[src/rtl/multicycle_control_pkg.sv]
// Shared definitions for the multi-cycle RV32I sequencer: opcodes, FSM state
// encodings, write-data select codes and instruction-class bit positions.
package multicycle_control_pkg;

  localparam logic [6:0] OP_R      = 7'b0110011;
  localparam logic [6:0] OP_IALU   = 7'b0010011;
  localparam logic [6:0] OP_LOAD   = 7'b0000011;
  localparam logic [6:0] OP_STORE  = 7'b0100011;
  localparam logic [6:0] OP_BRANCH = 7'b1100011;
  localparam logic [6:0] OP_JAL    = 7'b1101111;
  localparam logic [6:0] OP_JALR   = 7'b1100111;
  localparam logic [6:0] OP_LUI    = 7'b0110111;
  localparam logic [6:0] OP_AUIPC  = 7'b0010111;

  typedef enum logic [2:0] {
    S_FETCH   = 3'd0,
    S_DECODE  = 3'd1,
    S_EXECUTE = 3'd2,
    S_MEM     = 3'd3,
    S_WB      = 3'd4,
    S_TRAP    = 3'd7
  } state_t;

  localparam logic [1:0] WD_ALU = 2'd0;
  localparam logic [1:0] WD_MEM = 2'd1;
  localparam logic [1:0] WD_PC  = 2'd2;

  // Bit positions inside the one-hot class vector.
  localparam int C_R      = 0;
  localparam int C_IALU   = 1;
  localparam int C_LOAD   = 2;
  localparam int C_STORE  = 3;
  localparam int C_BRANCH = 4;
  localparam int C_JAL    = 5;
  localparam int C_JALR   = 6;
  localparam int C_LUI    = 7;
  localparam int C_AUIPC  = 8;
  localparam int CLS_W    = 9;

endpackage

[src/rtl/instr_class_decoder.sv]
// Combinational opcode classifier: one-hot instruction class plus an illegal
// flag for any opcode outside the supported RV32I set.
module instr_class_decoder
  import multicycle_control_pkg::*;
(
  input  logic [6:0]       i_opcode,
  output logic [CLS_W-1:0] o_cls,
  output logic             o_illegal
);

  always_comb begin
    o_cls     = '0;
    o_illegal = 1'b0;
    case (i_opcode)
      OP_R:      o_cls[C_R]      = 1'b1;
      OP_IALU:   o_cls[C_IALU]   = 1'b1;
      OP_LOAD:   o_cls[C_LOAD]   = 1'b1;
      OP_STORE:  o_cls[C_STORE]  = 1'b1;
      OP_BRANCH: o_cls[C_BRANCH] = 1'b1;
      OP_JAL:    o_cls[C_JAL]    = 1'b1;
      OP_JALR:   o_cls[C_JALR]   = 1'b1;
      OP_LUI:    o_cls[C_LUI]    = 1'b1;
      OP_AUIPC:  o_cls[C_AUIPC]  = 1'b1;
      default:   o_illegal       = 1'b1;
    endcase
  end

endmodule

[src/rtl/multicycle_control.sv]
// Multi-cycle RV32I sequencer: owns the PC, fetches over req/valid, steps
// FETCH/DECODE/EXECUTE/MEM/WB. Optional retire counter under RETIRE_CNT_EN.
module multicycle_control
  import multicycle_control_pkg::*;
#(
  parameter int                    WORD_WIDTH = 32,
  parameter logic [WORD_WIDTH-1:0] RESET_PC   = '0,
  parameter logic [WORD_WIDTH-1:0] PC_INC     = {{(WORD_WIDTH-1){1'b0}}, 1'b1}
) (
  input  logic                  i_clk,
  input  logic                  i_rst_n,
  output logic                  o_imem_req,
  output logic [WORD_WIDTH-1:0] o_imem_addr,
  input  logic                  i_imem_valid,
  input  logic [31:0]           i_imem_data,
  output logic [31:0]           o_ir,
  output logic [WORD_WIDTH-1:0] o_pc,
  input  logic [WORD_WIDTH-1:0] i_alu_result,
  input  logic                  i_branch_taken,
  input  logic [WORD_WIDTH-1:0] i_target,
  output logic                  o_dmem_req,
  output logic                  o_dmem_we,
  input  logic                  i_dmem_valid,
  output logic                  o_rf_wen,
  output logic [1:0]            o_wd_sel,
  output logic [2:0]            o_state,
  output logic                  o_illegal,
  output logic [31:0]           o_retired
);

  // Handshake: a request is raised by a registered output and held until the
  // matching valid is seen high on a rising edge; valid is ignored otherwise.
  state_t                r_state;
  logic [WORD_WIDTH-1:0] r_pc;
  logic [31:0]           r_ir;
  logic                  r_imem_req;
  logic                  r_dmem_req;
  logic                  r_dmem_we;
  logic                  r_rf_wen;
  logic [1:0]            r_wd_sel;
  logic                  r_illegal;

  logic [CLS_W-1:0]      w_cls;
  logic                  w_illegal;
  logic [WORD_WIDTH-1:0] w_pc_next;
  logic                  w_rd_nz;
  logic                  w_jump;
  logic                  w_unused;

  instr_class_decoder u_dec (
    .i_opcode  (r_ir[6:0]),
    .o_cls     (w_cls),
    .o_illegal (w_illegal)
  );

  assign w_pc_next = r_pc + PC_INC;
  assign w_rd_nz   = (r_ir[11:7] != 5'd0);
  assign w_jump    = w_cls[C_JAL] | w_cls[C_JALR];
  assign w_unused  = ^{i_alu_result, w_cls};

  always_ff @(posedge i_clk or negedge i_rst_n) begin
    if (!i_rst_n) begin
      r_state    <= S_FETCH;
      r_pc       <= RESET_PC;
      r_ir       <= '0;
      r_imem_req <= 1'b0;
      r_dmem_req <= 1'b0;
      r_dmem_we  <= 1'b0;
      r_rf_wen   <= 1'b0;
      r_wd_sel   <= WD_ALU;
      r_illegal  <= 1'b0;
    end else begin
      r_rf_wen <= 1'b0;
      case (r_state)
        S_FETCH: begin
          // The first FETCH cycle after reset only raises the request.
          if (!r_imem_req) begin
            r_imem_req <= 1'b1;
          end else if (i_imem_valid) begin
            r_ir       <= i_imem_data;
            r_imem_req <= 1'b0;
            r_state    <= S_DECODE;
          end
        end
        S_DECODE: begin
          if (w_illegal) begin
            r_illegal <= 1'b1;
            r_state   <= S_TRAP;
          end else begin
            r_state <= S_EXECUTE;
          end
        end
        S_EXECUTE: begin
          if (w_cls[C_BRANCH]) begin
            r_pc       <= i_branch_taken ? i_target : w_pc_next;
            r_imem_req <= 1'b1;
            r_state    <= S_FETCH;
          end else if (w_cls[C_LOAD] | w_cls[C_STORE]) begin
            r_dmem_req <= 1'b1;
            r_dmem_we  <= w_cls[C_STORE];
            r_state    <= S_MEM;
          end else begin
            r_rf_wen <= w_rd_nz;
            r_wd_sel <= w_jump ? WD_PC : WD_ALU;
            r_state  <= S_WB;
          end
        end
        S_MEM: begin
          if (i_dmem_valid) begin
            r_dmem_req <= 1'b0;
            r_dmem_we  <= 1'b0;
            if (w_cls[C_STORE]) begin
              r_pc       <= w_pc_next;
              r_imem_req <= 1'b1;
              r_state    <= S_FETCH;
            end else begin
              r_rf_wen <= w_rd_nz;
              r_wd_sel <= WD_MEM;
              r_state  <= S_WB;
            end
          end
        end
        S_WB: begin
          r_pc       <= w_jump ? i_target : w_pc_next;
          r_imem_req <= 1'b1;
          r_state    <= S_FETCH;
        end
        S_TRAP: begin
        end
        default: r_state <= S_TRAP;
      endcase
    end
  end

`ifdef RETIRE_CNT_EN
  logic [31:0] r_retired;
  logic        w_retire;

  assign w_retire = ((r_state == S_EXECUTE) && w_cls[C_BRANCH])
                  | ((r_state == S_MEM) && i_dmem_valid && w_cls[C_STORE])
                  | (r_state == S_WB);

  always_ff @(posedge i_clk or negedge i_rst_n) begin
    if (!i_rst_n)      r_retired <= '0;
    else if (w_retire) r_retired <= r_retired + 32'd1;
  end

  assign o_retired = r_retired;
`else
  assign o_retired = '0;
`endif

  assign o_imem_req  = r_imem_req;
  assign o_imem_addr = r_pc;
  assign o_pc        = r_pc;
  assign o_ir        = r_ir;
  assign o_dmem_req  = r_dmem_req;
  assign o_dmem_we   = r_dmem_we;
  assign o_rf_wen    = r_rf_wen;
  assign o_wd_sel    = r_wd_sel;
  assign o_state     = r_state;
  assign o_illegal   = r_illegal;

endmodule
[config.mk]
export PLATFORM = sky130hd
export DESIGN_NAME = multicycle_control
export DESIGN_NICKNAME = d
export VERILOG_FILES = /design/src/rtl/multicycle_control_pkg.sv /design/src/rtl/instr_class_decoder.sv /design/src/rtl/multicycle_control.sv
export SDC_FILE = /design/constraint.sdc
export NUM_CORES = 1
export LEC_CHECK = 0
export ABC_AREA = 1
export ABC_CLOCK_PERIOD_IN_PS = 3200
export CAP_MARGIN = 20
export CORE_MARGIN = 2
export CORE_UTILIZATION = 35
export DETAILED_ROUTE_END_ITERATION = 16
export GPL_ROUTABILITY_DRIVEN = 0
export PLACE_DENSITY = 0.72
export RECOVER_POWER = 50
export SLEW_MARGIN = 20
export SYNTH_ARGS = -nofsm -noshare
export SYNTH_HDL_FRONTEND = slang
export SYNTH_SLANG_ARGS = --single-unit
[constraint.sdc]
create_clock -name i_clk -period 3.2 [get_ports i_clk]
set_input_delay 0.8 -clock i_clk [delete_from_list [all_inputs] [get_ports i_clk]]
set_output_delay 0.8 -clock i_clk [all_outputs]
set_load 0.03 [all_outputs]
Word level (Yosys, flattened, before mapping)

Cells that the tools add are included.

Register bits after elaboration: 74
Word-level logic and storage cells: 93
Output and inout port bits: 138
Input bits: 101

Bitwise logic cells: 4
Mux-type cells: 43
Add/sub/neg operators: 1
Equality and inequality tests: 23
Reduce and logical (&&, ||, !) cells: 13

Operators with widths:

| cell                                           | count |
|---|---|
| 2-to-1 mux 32 bit                              | 5 |
| case mux 32 bit (3 select lines)               | 1 |
| adder 32 x 1 -> 32 bit (second input constant) | 1 |
| == test 7 x 6 -> 1 bit (second input constant) | 3 |
| == test 7 bit (second input constant)          | 3 |
| 2-to-1 mux 3 bit                               | 7 |
| 2-to-1 mux 1 bit                               | 19 |
| case mux 3 bit (6 select lines)                | 1 |
| != test 2 bit (second input constant)          | 8 |
| AND reduction 4 bit                            | 4 |
| == test 7 x 5 -> 1 bit (second input constant) | 2 |
| 2-to-1 mux 2 bit                               | 5 |
| OR reduction 9 bit                             | 1 |
| == test 7 x 2 -> 1 bit (second input constant) | 1 |
| == test 3 x 2 -> 1 bit (second input constant) | 2 |
| == test 3 bit (second input constant)          | 2 |
| case mux 1 bit (2 select lines)                | 3 |
| AND reduction 5 bit                            | 1 |
| nonzero test 5 bit                             | 1 |
| case mux 1 bit (4 select lines)                | 1 |
| case mux 2 bit (2 select lines)                | 1 |
| nonzero test 4 bit                             | 1 |
| == test 3 x 1 -> 1 bit (second input constant) | 1 |
| zero test 3 bit                                | 1 |
| 7 further kinds                                | 9 |

Depth between registers and ports, before layout

Depth in word-level cells: 7
Mapped depth: 12
Mapped depth without buffers: 11

Modules after synthesis

Synthesis repeated with hierarchy kept, for this count alone.

Cells, all modules: 687
Area total of the unflattened synthesis: 4,780.8 um^2

Modules (own cells, without submodules):

| module              | seq. area each (um^2) | area each (um^2) | times used | cells an instance |
|---|---|---|---|---|
| multicycle_control  | 1,851.8               | 4,614.4          | 1          | 652 |
| instr_class_decoder | 0.0                   | 166.4            | 1          | 35 |

Worst setup path before layout

OpenSTA, ideal clock, no wires.

Path type: reg2reg
Start point: reg r_pc[0] (netlist: o_imem_addr[0])
End point: reg r_pc[30] (netlist: o_imem_addr[30])
Clock period less this slack: 1.812 ns
Library setup time: 0.078 ns
Path buffers: 0
Setup slack: 1.388 ns
Arrival time: 1.735 ns
Cell stages (with the launch flop): 10
Cells stage by stage: dfrtp_1 -> ha_1 -> nand3_1 -> nor2_2 -> nand4_2 -> nor2_2 -> nand2_1 -> nand2_1 -> nand3_1 -> a21boi_1

Cells in the longest elaborated chain, start to end: 4

RTL lines:

| item                                 | line                                                | source |
|---|---|---|
| start: declaration                   | multicycle_control.sv:34                            | `logic [WORD_WIDTH-1:0] r_pc;` |
| start signal: assignment             | multicycle_control.sv:95                            | `r_pc <= i_branch_taken ? i_target : w_pc_next;` |
| start signal: assignment             | multicycle_control.sv:113                           | `r_pc <= w_pc_next;` |
| start signal: assignment             | multicycle_control.sv:124                           | `r_pc <= w_jump ? i_target : w_pc_next;` |
| adder 32 x 1 -> 32 bit *             | multicycle_control.sv:56                            | `assign w_pc_next = r_pc + PC_INC;` |
| 2-to-1 mux 32 bit (on tied branches) | multicycle_control.sv:112, multicycle_control.sv:95 |  |
| 2-to-1 mux 32 bit (on tied branches) | multicycle_control.sv:109, multicycle_control.sv:94 |  |
| case mux 32 bit (3 select lines) *   | multicycle_control.sv:74                            | `case (r_state)` |

Mark *: on every way between the ends. The rest lies on a longest branch, timed or not. The select of a mux whose other input is x is not followed.
A chain may end at the register's enable or synchronous reset.

Final worst setup path

Start point: in i_dmem_valid
End point: reg r_pc[18] (netlist: o_imem_addr[18])

Cells in the longest elaborated chain, start to end: 2

RTL lines:

| item                          | line                     | source |
|---|---|---|
| start: declaration            | multicycle_control.sv:23 | `input logic i_dmem_valid,` |
| != test 2 bit (no line)       | --                       |  |
| AND reduction 4 bit (no line) | --                       |  |

No other way between the ends.

==> results.md <==
* Routing usage on met3 at 0.0584
* Final setup vio count at 0
* Num CTS Buffers at 9
* Routed Antenna Nets at 0
* GRT busiest layer: met2
* Maximum VDD drop at 252 uV
* First-pass GRT wire length at 20500 microns
* Layout Cells excl Fill at 979
* CTS max path bufs at 2
* Critical Path Max Stage Delay at 0.64 ns
* Crit path capture: o_imem_addr[18]
* Yosys top cell by area: dfrtp_1
* Max cap viols at 1
* Vias per cell at 4.59
* CP required at 3.49 ns
* Initial Utilization at 0.356
* Power per standard cell area at 574 nW/um^2
* CP endpoint kind: flip-flop
* Slowest CP cell: clkbuf_1
* Cell mode on critical path: nand2_1
* Root Driver: clkbuf_16
* Post-synthesis sequential area ratio at 0.398
* CORE AREA at 13100 sq um
* Syn-to-layout area delta at 39.8%
* Worst path bufs/invs at 4
* Failing checks: capacitance limit, slew limit
* Setup WS pre-CTS at 0.756 ns
* Final Hold Vio Count at 0
* Min Clock Period, post-route at 2.57 ns
* Yosys reg bits at 74
* Post-CTS Resized at 0
* Hold Slack at 0.462 ns
* CP Max Fanout at 17
* Gate count of the mapped netlist at 660
* Crit share post-route at 0.803
* Setup bufs post-CTS at 0
* Row count at 42
* CTS tree: done
* Grt met2 use at 0.287
* Setup ws final at 0.630 ns
* Slew Limit Fails at 75
* Port buffer count at 174
* Hold crit path type: flip-flop to flip-flop
* Die area at 14200 sq um
* Crit path depth at 10
* Crit. Startpoint: i_dmem_valid
* Outcome: complete, but fails checks
* Initial antenna violation count at 0
* Dpl hpwl at 9060 microns
* RSZ-0062 raised after global routing: false
* DRT Pass-1 Iters at 4
* P_leak at 3.11 nW
* GRT overflow at 0
* Final clock skew at 0.00604 ns
* DRT Wirelength at 12700 microns
* Largest net degree at the start of global routing at 75
* Clock sink count at 74
* Die Height at 119 microns
* Reg clk slew, reported paths at 0.06 ns
* Mean Syn Cell Area at 7.05 sq um
* Slew @ Worst Pin at 1.90 ns
* Worst EP arrival at 2.86 ns
* Worst reg2reg endpoint: o_imem_addr[6]
* Placed inst area at 6180 sq um
* # H-tree levels at 3
* Worst path cell trace: dlygate4sd3_1 -> inv_1 -> nand2_1 -> nand2_1 -> nor2_1 -> clkbuf_1 -> o21ai_0 -> nand2_1 -> nand2_1 -> inv_1
* DR DRC count at 0
* Ports at 239
* Nets@finish at 900
* Hold Buf Count CTS at 0
* Highest clock rate at 0.389 GHz
* Largest cells by area after synthesis: dfrtp_1, nand2_1, buf_4
* Placed insts at 963
* Met1 usage at 0.231
* Post-Syn Area at 4650 sq um
* WL/cell at 13.0 microns
* Routed via count at 4494
* Die width at 119 microns
* Post-synth top area share at 0.398
* Setup TNS at 0 ns
* Ant. Diodes at 0
* Netlist cell types at 35
* Clock latency on the worst-skew pair at 0.35 ns
* Max_slew headroom at -0.266
* Overall Global Routing Usage at 0.182
* R2R setup slack at 0.63 ns
* CP Launch Type: input pin
* Iter 0 DRT Violations at 263
* Crit path max-delay family: buffers and inverters
* Layout cell share with drive strength beyond 1 at 0.0411
* FF-to-FF Start: o_state[0]
* R2r worst-path depth at 10
* Synth warn at 0
* Post-route cell area at 6500 sq um
* Critical path class: input pin to flip-flop
* Vias in the first global route at 4109
## Yosys cell counts
master     instances
o211ai_1           3
a31oi_1            2
o21bai_1           2
nand3_1           28
xor2_1             6
nand4_2            1
buf_4             65
clkbuf_1           2
a21oi_1           11
nor2_2             4
dfrtp_1           74
nand4_1            8
o21ai_1            9
o31ai_1            1
nor2_1            59
buf_6              2
buf_2             13
a41oi_1            1
nand2_1          254
o21ai_0           29
or2_2              2
ha_1               1
inv_2              4
inv_4              1
nor3_2             2
nand2_2            2
o2111ai_1          1
a21boi_1           9
conb_1             1
nand2_4            1
nor3_1            10
nor2_4             1
inv_1             45
xnor2_1            5
and3_1             1
## power breakdown
part	switching [mW]	internal, mW
clock	0.428	0.784
sequential	0.179	1.05
combinational	0.760	0.535
## how the worst min path moves through the flow
stage | startpoint | endpoint | slack (ns) | depth (start not counted)
final | o_illegal | o_illegal | 0.46 | 1
after global routing | o_ir[23] | o_ir[23] | 0.50 | 2
after CTS | o_illegal | o_illegal | 0.47 | 1
after detailed placement | o_illegal | o_illegal | 0.45 | 1
after global placement | o_illegal | o_illegal | 0.45 | 1
after floorplan | i_rst_n | o_dmem_req | 0.50 | 0
## cells in the final DEF, fill, tap and decap left out, types with 6 or more instances in the layout
cell             netlist  layout
nand2_1              254     254
clkdlybuf4s50_1        0     171
dfrtp_1               74      74
nor2_1                59      60
inv_1                 45      47
conb_1                 1      32
o21ai_0               29      29
nand3_1               28      28
nor3_1                10      11
a21oi_1               11      11
o21ai_1                9       9
a21boi_1               9       9
clkbuf_16              0       9
nand4_1                8       8
xor2_1                 6       6
## layer usage
metal,vias up,part of all wire
met5,-,0
met4,0,0.019
met3,16,0.091
met2,191,0.46
met1,2039,0.43
li1,2248,-
## final cells by class
type / count / area [sq um]
Clock buffer: 10 / 239
Inverter: 50 / 188
Sequential cell: 74 / 1850
Clock inverter: 6 / 114
Timing Repair Buffer: 178 / 1760
Tap cell: 176 / 220
Fill cell: 1298 / 6580
Multi-Input combinational cell: 485 / 2130
## kinds of logic after synthesis
| group | share of synthesized area |
|---|---|
| xor gates and xnor gates | 0.0207 |
| AOI/OAI and AO/OA | 0.0834 |
| and+or+nand+nor | 0.328 |
| DFF | 0.398 |
| buffers and inverters | 0.166 |
| adders and majority gates | 0.00269 |
| other | 0.000806 |
## sequential cells by signal, indices dropped and copies added, names as in the netlist
signal and count:
o_wd_sel 2, o_dmem_we 1, o_ir 32, o_state 3
o_illegal 1, o_imem_addr 32, o_rf_wen 1, o_imem_req 1
o_dmem_req 1
## through the flow
| stage | utilization | power (mW) |
|---|---|---|
| 6_report | 0.497 | 3.73 |
| 5_1_grt | 0.497 | 3.90 |
| 4_1_cts | 0.499 | 3.77 |
| 3_5_place_dp | 0.472 | 2.54 |
| 3_3_place_gp | 0.472 | 2.53 |
| 2_1_floorplan | - | 2.10 |
Note: power is estimated with default switching activity, not from simulation.
==> RTL change 1: new RTL, same flow settings <==
Add a define of `RETIRE_CNT_EN`.
--- a/src/rtl/multicycle_control.sv
+++ b/src/rtl/multicycle_control.sv
@@ -1,4 +1,6 @@
 // Multi-cycle RV32I sequencer: owns the PC, fetches over req/valid, steps
 // FETCH/DECODE/EXECUTE/MEM/WB. Optional retire counter under RETIRE_CNT_EN.
+`define RETIRE_CNT_EN
+
 module multicycle_control
   import multicycle_control_pkg::*;
Check against the original RTL: not equivalent (Yosys sat finds a counterexample within 10 cycles, from zero or initial values and one cycle with i_rst_n low).
==> RTL change 1 against the original RTL <==
  * The flow still finishes with violations (max-capacitance violations, max-slew violations)
  * Setup slack better by 0.14 ns
  * Cell area up 34%
  * Area after synthesis rose by 37%
  * Total power increased by 64%
  * Synthesized cell count grew 26%
  * Sequential cell count increased by 32
  * Routed wire length increased by 45%
  * Critical endpoint is now o_retired[6]
  * Highest routed layer unchanged
==> RTL change 1: results (changes against the original RTL) <==
{
  "postSynthAreaPerCell": {"value": 7.626, "unit": "µm²", "change": "was 7.048 µm²"},
  "first_pass_grt_wire_length": {"value": 30.30, "unit": "mm", "change": "was 20.55 mm"},
  "run_status": {"value": "finished with violations", "change": "unchanged"},
  "pwr.group.sequential": {"value": 2.09, "unit": "mW", "change": "was 1.22 mW"},
  "grt_start_max_net_pins": {"value": 58, "change": "was 75"},
  "wl_per_cell": {"value": 14.82, "unit": "µm", "change": "was 12.99 µm"},
  "clkTransAtPathRegs": {"value": 0.08, "unit": "ns", "change": "was 0.06 ns"},
  "port-buffer-count": {"value": 206, "change": "was 174"},
  "cp_data_arrival_time": {"value": 2.67, "unit": "ns", "change": "was 2.86 ns"},
  "proportion_of_synthesized_chip_area_in_sequential_cells": {"value": 0.4176, "change": "was 0.3981"},
  "regToRegStartpoint": {"value": "o_ir[0]", "change": "was o_state[0]"},
  "max-slew-margin-rel": {"value": -0.07624, "change": "was -0.2664"},
  "comb-power": {"value": 2.83, "unit": "mW", "change": "was 1.29 mW"},
  "synth_compound_area_frac": {"value": 0.06027, "change": "was 0.08338"},
  "max_cap_violations": {"value": 1, "change": "unchanged"},
  "critical_path_peak_fanout": {"value": 19, "change": "was 17"},
  "whs": {"value": 0.4668, "unit": "ns", "change": "was 0.4622 ns"},
  "clk_skew": {"value": 0.01011, "unit": "ns", "change": "was 0.006040 ns"},
  "synth_top_cells_by_count": {"value": "sky130_fd_sc_hd__nand2_1 (238), sky130_fd_sc_hd__nor2_1 (107), sky130_fd_sc_hd__dfrtp_1 (106), sky130_fd_sc_hd__inv_1 (78), sky130_fd_sc_hd__nand3_1 (51)", "change": "was sky130_fd_sc_hd__nand2_1 (254), sky130_fd_sc_hd__dfrtp_1 (74), sky130_fd_sc_hd__buf_4 (65), sky130_fd_sc_hd__nor2_1 (59), sky130_fd_sc_hd__inv_1 (45)"},
  "drt_first_pass_iters": {"value": 5, "change": "was 4"},
  "drtIter0Drc": {"value": 386, "change": "was 263"},
  "ir_drop": {"value": 0.5332, "unit": "mV", "change": "was 0.2520 mV"},
  "holdPathStages": {"value": 2, "change": "was 1"},
  "p_leak": {"value": 3.904, "unit": "nW", "change": "was 3.115 nW"},
  "worst_path_max_delay_cell": {"value": "sky130_fd_sc_hd__dlygate4sd3_1", "change": "was sky130_fd_sc_hd__clkbuf_1"},
  "cp-endpoint": {"value": "o_retired[6]", "change": "was o_imem_addr[18]"},
  "final_max_slew_viol_count": {"value": 27, "change": "was 75"},
  "synth.distinct_cells": {"value": 32, "change": "was 35"},
  "finalNonFillerCells": {"value": 1241, "change": "was 979"},
  "yosys.area_share.xor_xnor": {"value": 0.05377, "change": "was 0.02071"},
  "detailed_place_hpwl": {"value": 14.00, "unit": "mm", "change": "was 9.061 mm"},
  "violated_checks": {"value": "max-capacitance violations, max-slew violations", "change": "unchanged"},
  "synth.mux.area_fraction": {"value": 0.05318, "change": "was 0"}
}
-- RTL change 1: cell types whose count changed after synthesis, moves of 16 or more --
cell and change:
sky130_fd_sc_hd__nor2_1 +48, sky130_fd_sc_hd__inv_1 +33, sky130_fd_sc_hd__dfrtp_1 +32, sky130_fd_sc_hd__buf_4 -30
sky130_fd_sc_hd__mux2_2 +30, sky130_fd_sc_hd__nand3_1 +23, sky130_fd_sc_hd__xor2_1 +19, sky130_fd_sc_hd__a21oi_1 +16
sky130_fd_sc_hd__nand2_1 -16
-- RTL change 1: metal layers --
layer | vias up | share of wire | track usage
met5 | - | 0 | 0
met4 | 0 | 0.022 | 0.06911
met3 | 27 | 0.081 | 0.05594
met2 | 243 | 0.46 | 0.3174
met1 | 2803 | 0.44 | 0.2436
li1 | 2971 | - | -
-- RTL change 1: stage by stage --
stage	utilization	worst slack [ns]	instance area (µm²)	total power [mW]
after floorplan	-	1.377	6352	3.868
after global placement	0.4688	0.6872	8393	4.910
after detailed placement	0.4688	0.6422	8393	4.965
after CTS	0.4862	0.7220	8705	6.169
after global routing	0.4857	0.5601	8696	6.450
final	0.4857	0.7690	8696	6.108
-- RTL change 1: kinds of logic (layout without fill, tap and decap cells) --
family                     after synthesis  in the layout
AOI/OAI and AO/OA                       70             70
xor gates and xnor gates                39             39
adders and majority gates                2              2
buffers and inverters                  135            314
DFF                                    106            106
muxes                                   30             30
and+or+nand+nor                        451            451
-- RTL change 1: area by class of cell --
type	count	area, µm²
clock inverters	6	72.57
flip-flops and latches	106	2653
repair buffers	215	2146
inverters	83	311.5
well taps	229	286.5
fillers	1769	9206
clock buffers	10	239.0
multi-input cells	592	2988
==> RTL change 2: new RTL, same settings <==
Without the edit above. Register the output `o_imem_addr` once more, with the module's reset; this adds one clock of latency there. The other outputs are not delayed to match.
--- a/src/rtl/multicycle_control.sv
+++ b/src/rtl/multicycle_control.sv
@@ -152,5 +152,11 @@
 
   assign o_imem_req  = r_imem_req;
-  assign o_imem_addr = r_pc;
+  always_ff @(posedge i_clk or negedge i_rst_n) begin
+    if (!i_rst_n) begin
+      o_imem_addr <= '0;
+    end else begin
+      o_imem_addr <= r_pc;
+    end
+  end
   assign o_pc        = r_pc;
   assign o_ir        = r_ir;
Formal check against the unedited RTL: not equivalent (Yosys sat finds a counterexample within 10 cycles, from zero or initial values and one cycle with i_rst_n low).
==> RTL change 2 against the original RTL <==
  * Critical endpoint is now o_ir[28]
  * Highest routed layer unchanged
  * Cell area increased by 15%
  * Non-clock buffer count is the same
  * Sequential cell count is 32 higher
  * Worst hold slack got worse by 0.0015 ns
  * Area after synthesis rose by 17%
  * Largest cell class is now sequential cells
  * Setup slack worse by 0.10 ns
  * Routed wire length increased by 10%
Power is not compared: it rests on default switching activity, and its combinational part moved more than twofold at a synthesized area within 25%.
==> RTL change 2: results (changes against the original RTL) <==
{
  "clkTransAtPathRegs": {"value": 0.07, "unit": "ns"},
  "cp_slowest_stage_delay": {"value": 0.98, "unit": "ns", "change": "was 0.64 ns"},
  "grt_pass1_vias": {"value": 4255, "change": "was 4109"},
  "first_pass_grt_wire_length": {"value": 22.13, "unit": "mm", "change": "was 20.55 mm"},
  "clk_skew": {"value": 0.009467, "unit": "ns", "change": "was 0.006040 ns"},
  "postSynthAreaPerCell": {"value": 8.539, "unit": "µm²", "change": "was 7.048 µm²"},
  "finalWirelength": {"value": 14.01, "unit": "mm", "change": "was 12.72 mm"},
  "ctsResizeCount": {"value": 0, "change": "unchanged"},
  "grt_start_max_net_pins": {"value": 50, "change": "was 75"},
  "synth.distinct_cells": {"value": 45, "change": "was 35"},
  "run_status": {"value": "completed", "change": "was finished with violations"},
  "synth_top_cells_by_count": {"value": "sky130_fd_sc_hd__nand2_1 (166), sky130_fd_sc_hd__dfrtp_1 (106), sky130_fd_sc_hd__nor2_1 (72), sky130_fd_sc_hd__inv_1 (59), sky130_fd_sc_hd__buf_4 (34)", "change": "was sky130_fd_sc_hd__nand2_1 (254), sky130_fd_sc_hd__dfrtp_1 (74), sky130_fd_sc_hd__buf_4 (65), sky130_fd_sc_hd__nor2_1 (59), sky130_fd_sc_hd__inv_1 (45)"},
  "worst_path_max_delay_cell": {"value": "sky130_fd_sc_hd__nand2_1", "change": "was sky130_fd_sc_hd__clkbuf_1"},
  "detailed_place_hpwl": {"value": 10.38, "unit": "mm", "change": "was 9.061 mm"},
  "global_route.usage.total": {"value": 0.1709, "change": "was 0.1822"},
  "fillerInstances": {"value": 1432, "change": "was 1298"},
  "proportion_of_synthesized_chip_area_in_sequential_cells": {"value": 0.4869, "change": "was 0.3981"},
  "max-slew-margin-rel": {"value": 0.03910, "change": "was -0.2664"},
  "post-cts-setup-buffers": {"value": 0, "change": "unchanged"},
  "final_nets": {"value": 913, "change": "was 900"},
  "via_count": {"value": 4599, "change": "was 4494"},
  "drt_first_pass_iters": {"value": 5, "change": "was 4"},
  "cp_data_arrival_time": {"value": 2.91, "unit": "ns", "change": "was 2.86 ns"},
  "critical_path_peak_fanout": {"value": 34, "change": "was 17"},
  "drtIter0Drc": {"value": 320, "change": "was 263"},
  "wl_per_cell": {"value": 13.96, "unit": "µm", "change": "was 12.99 µm"},
  "post-place-cells": {"value": 988, "change": "was 963"},
  "layout-drive-gt1-share": {"value": 0.09926, "change": "was 0.04110"}
}
==> RTL change 2: worst paths after layout <==
check	start	endpoint	slack, ns	cells after the start
worst min-delay path	o_pc[21]	o_imem_addr[21]	0.46	0
min in group asynchronous	i_rst_n	o_ir[30]	0.77	1
max in group asynchronous	i_rst_n	o_imem_addr[30]	0.82	2
worst max register to register	o_state[0]	o_ir[28]	0.78	5
worst min register to register	o_pc[21]	o_imem_addr[21]	0.46	0
worst max-delay path	i_imem_valid	o_ir[28]	0.53	5
==> RTL change 2: cell type report <==
class	instances	share of cell area
multi-input combinational	451	0.3039
sequential	106	0.3537
tap	188	0.03137
inverter	65	0.03354
clock buffer	9	0.03004
clock inverter	7	0.01118
timing repair buffer	178	0.2363
==> RTL change 2: critical path: cells and delay by family <==
family                 cells  cell delay, ns
AND/OR/NAND/NOR            2            1.06
buffers and inverters      2            0.59
multiplexers               1            0.43
==> RTL change 2: stage by stage <==
step	worst slack, ns	area, µm²
2_1_floorplan	1.347	5564
3_3_place_gp	0.6825	7219
3_5_place_dp	0.6754	7219
4_1_cts	0.6488	7528
5_1_grt	0.3397	7498
6_report	0.5294	7498
==> RTL change 2: power by group <==
| group | internal, mW | switching, mW |
|---|---|---|
| registers | 1.34 | 0 |
| logic | 0.0865 | 0.118 |
| clock network | 0.623 | 0.546 |
| total | 2.05 | 0.664 |
==> RTL change 2: logic make-up (layout without fill, tap and decap cells) <==
group	after synthesis	in the layout	share of synthesized area
compound gates	76	76	0.08108
xor+xnor	5	5	0.008038
fa+ha+maj	1	1	0.002296
buf+inv	112	259	0.1125
flops	106	106	0.4869
mux	30	30	0.06201
other cells	1	32	0.0006884
simple gates	307	307	0.2464
==> RTL change 2: routing by layer <==
metal | part of all wire | track usage | vias to the layer above
met5 | 0 | 0 | -
met4 | 0.020 | 0.06714 | 0
met3 | 0.053 | 0.03243 | 15
met2 | 0.48 | 0.2810 | 137
met1 | 0.44 | 0.2235 | 2131
li1 | - | - | 2316
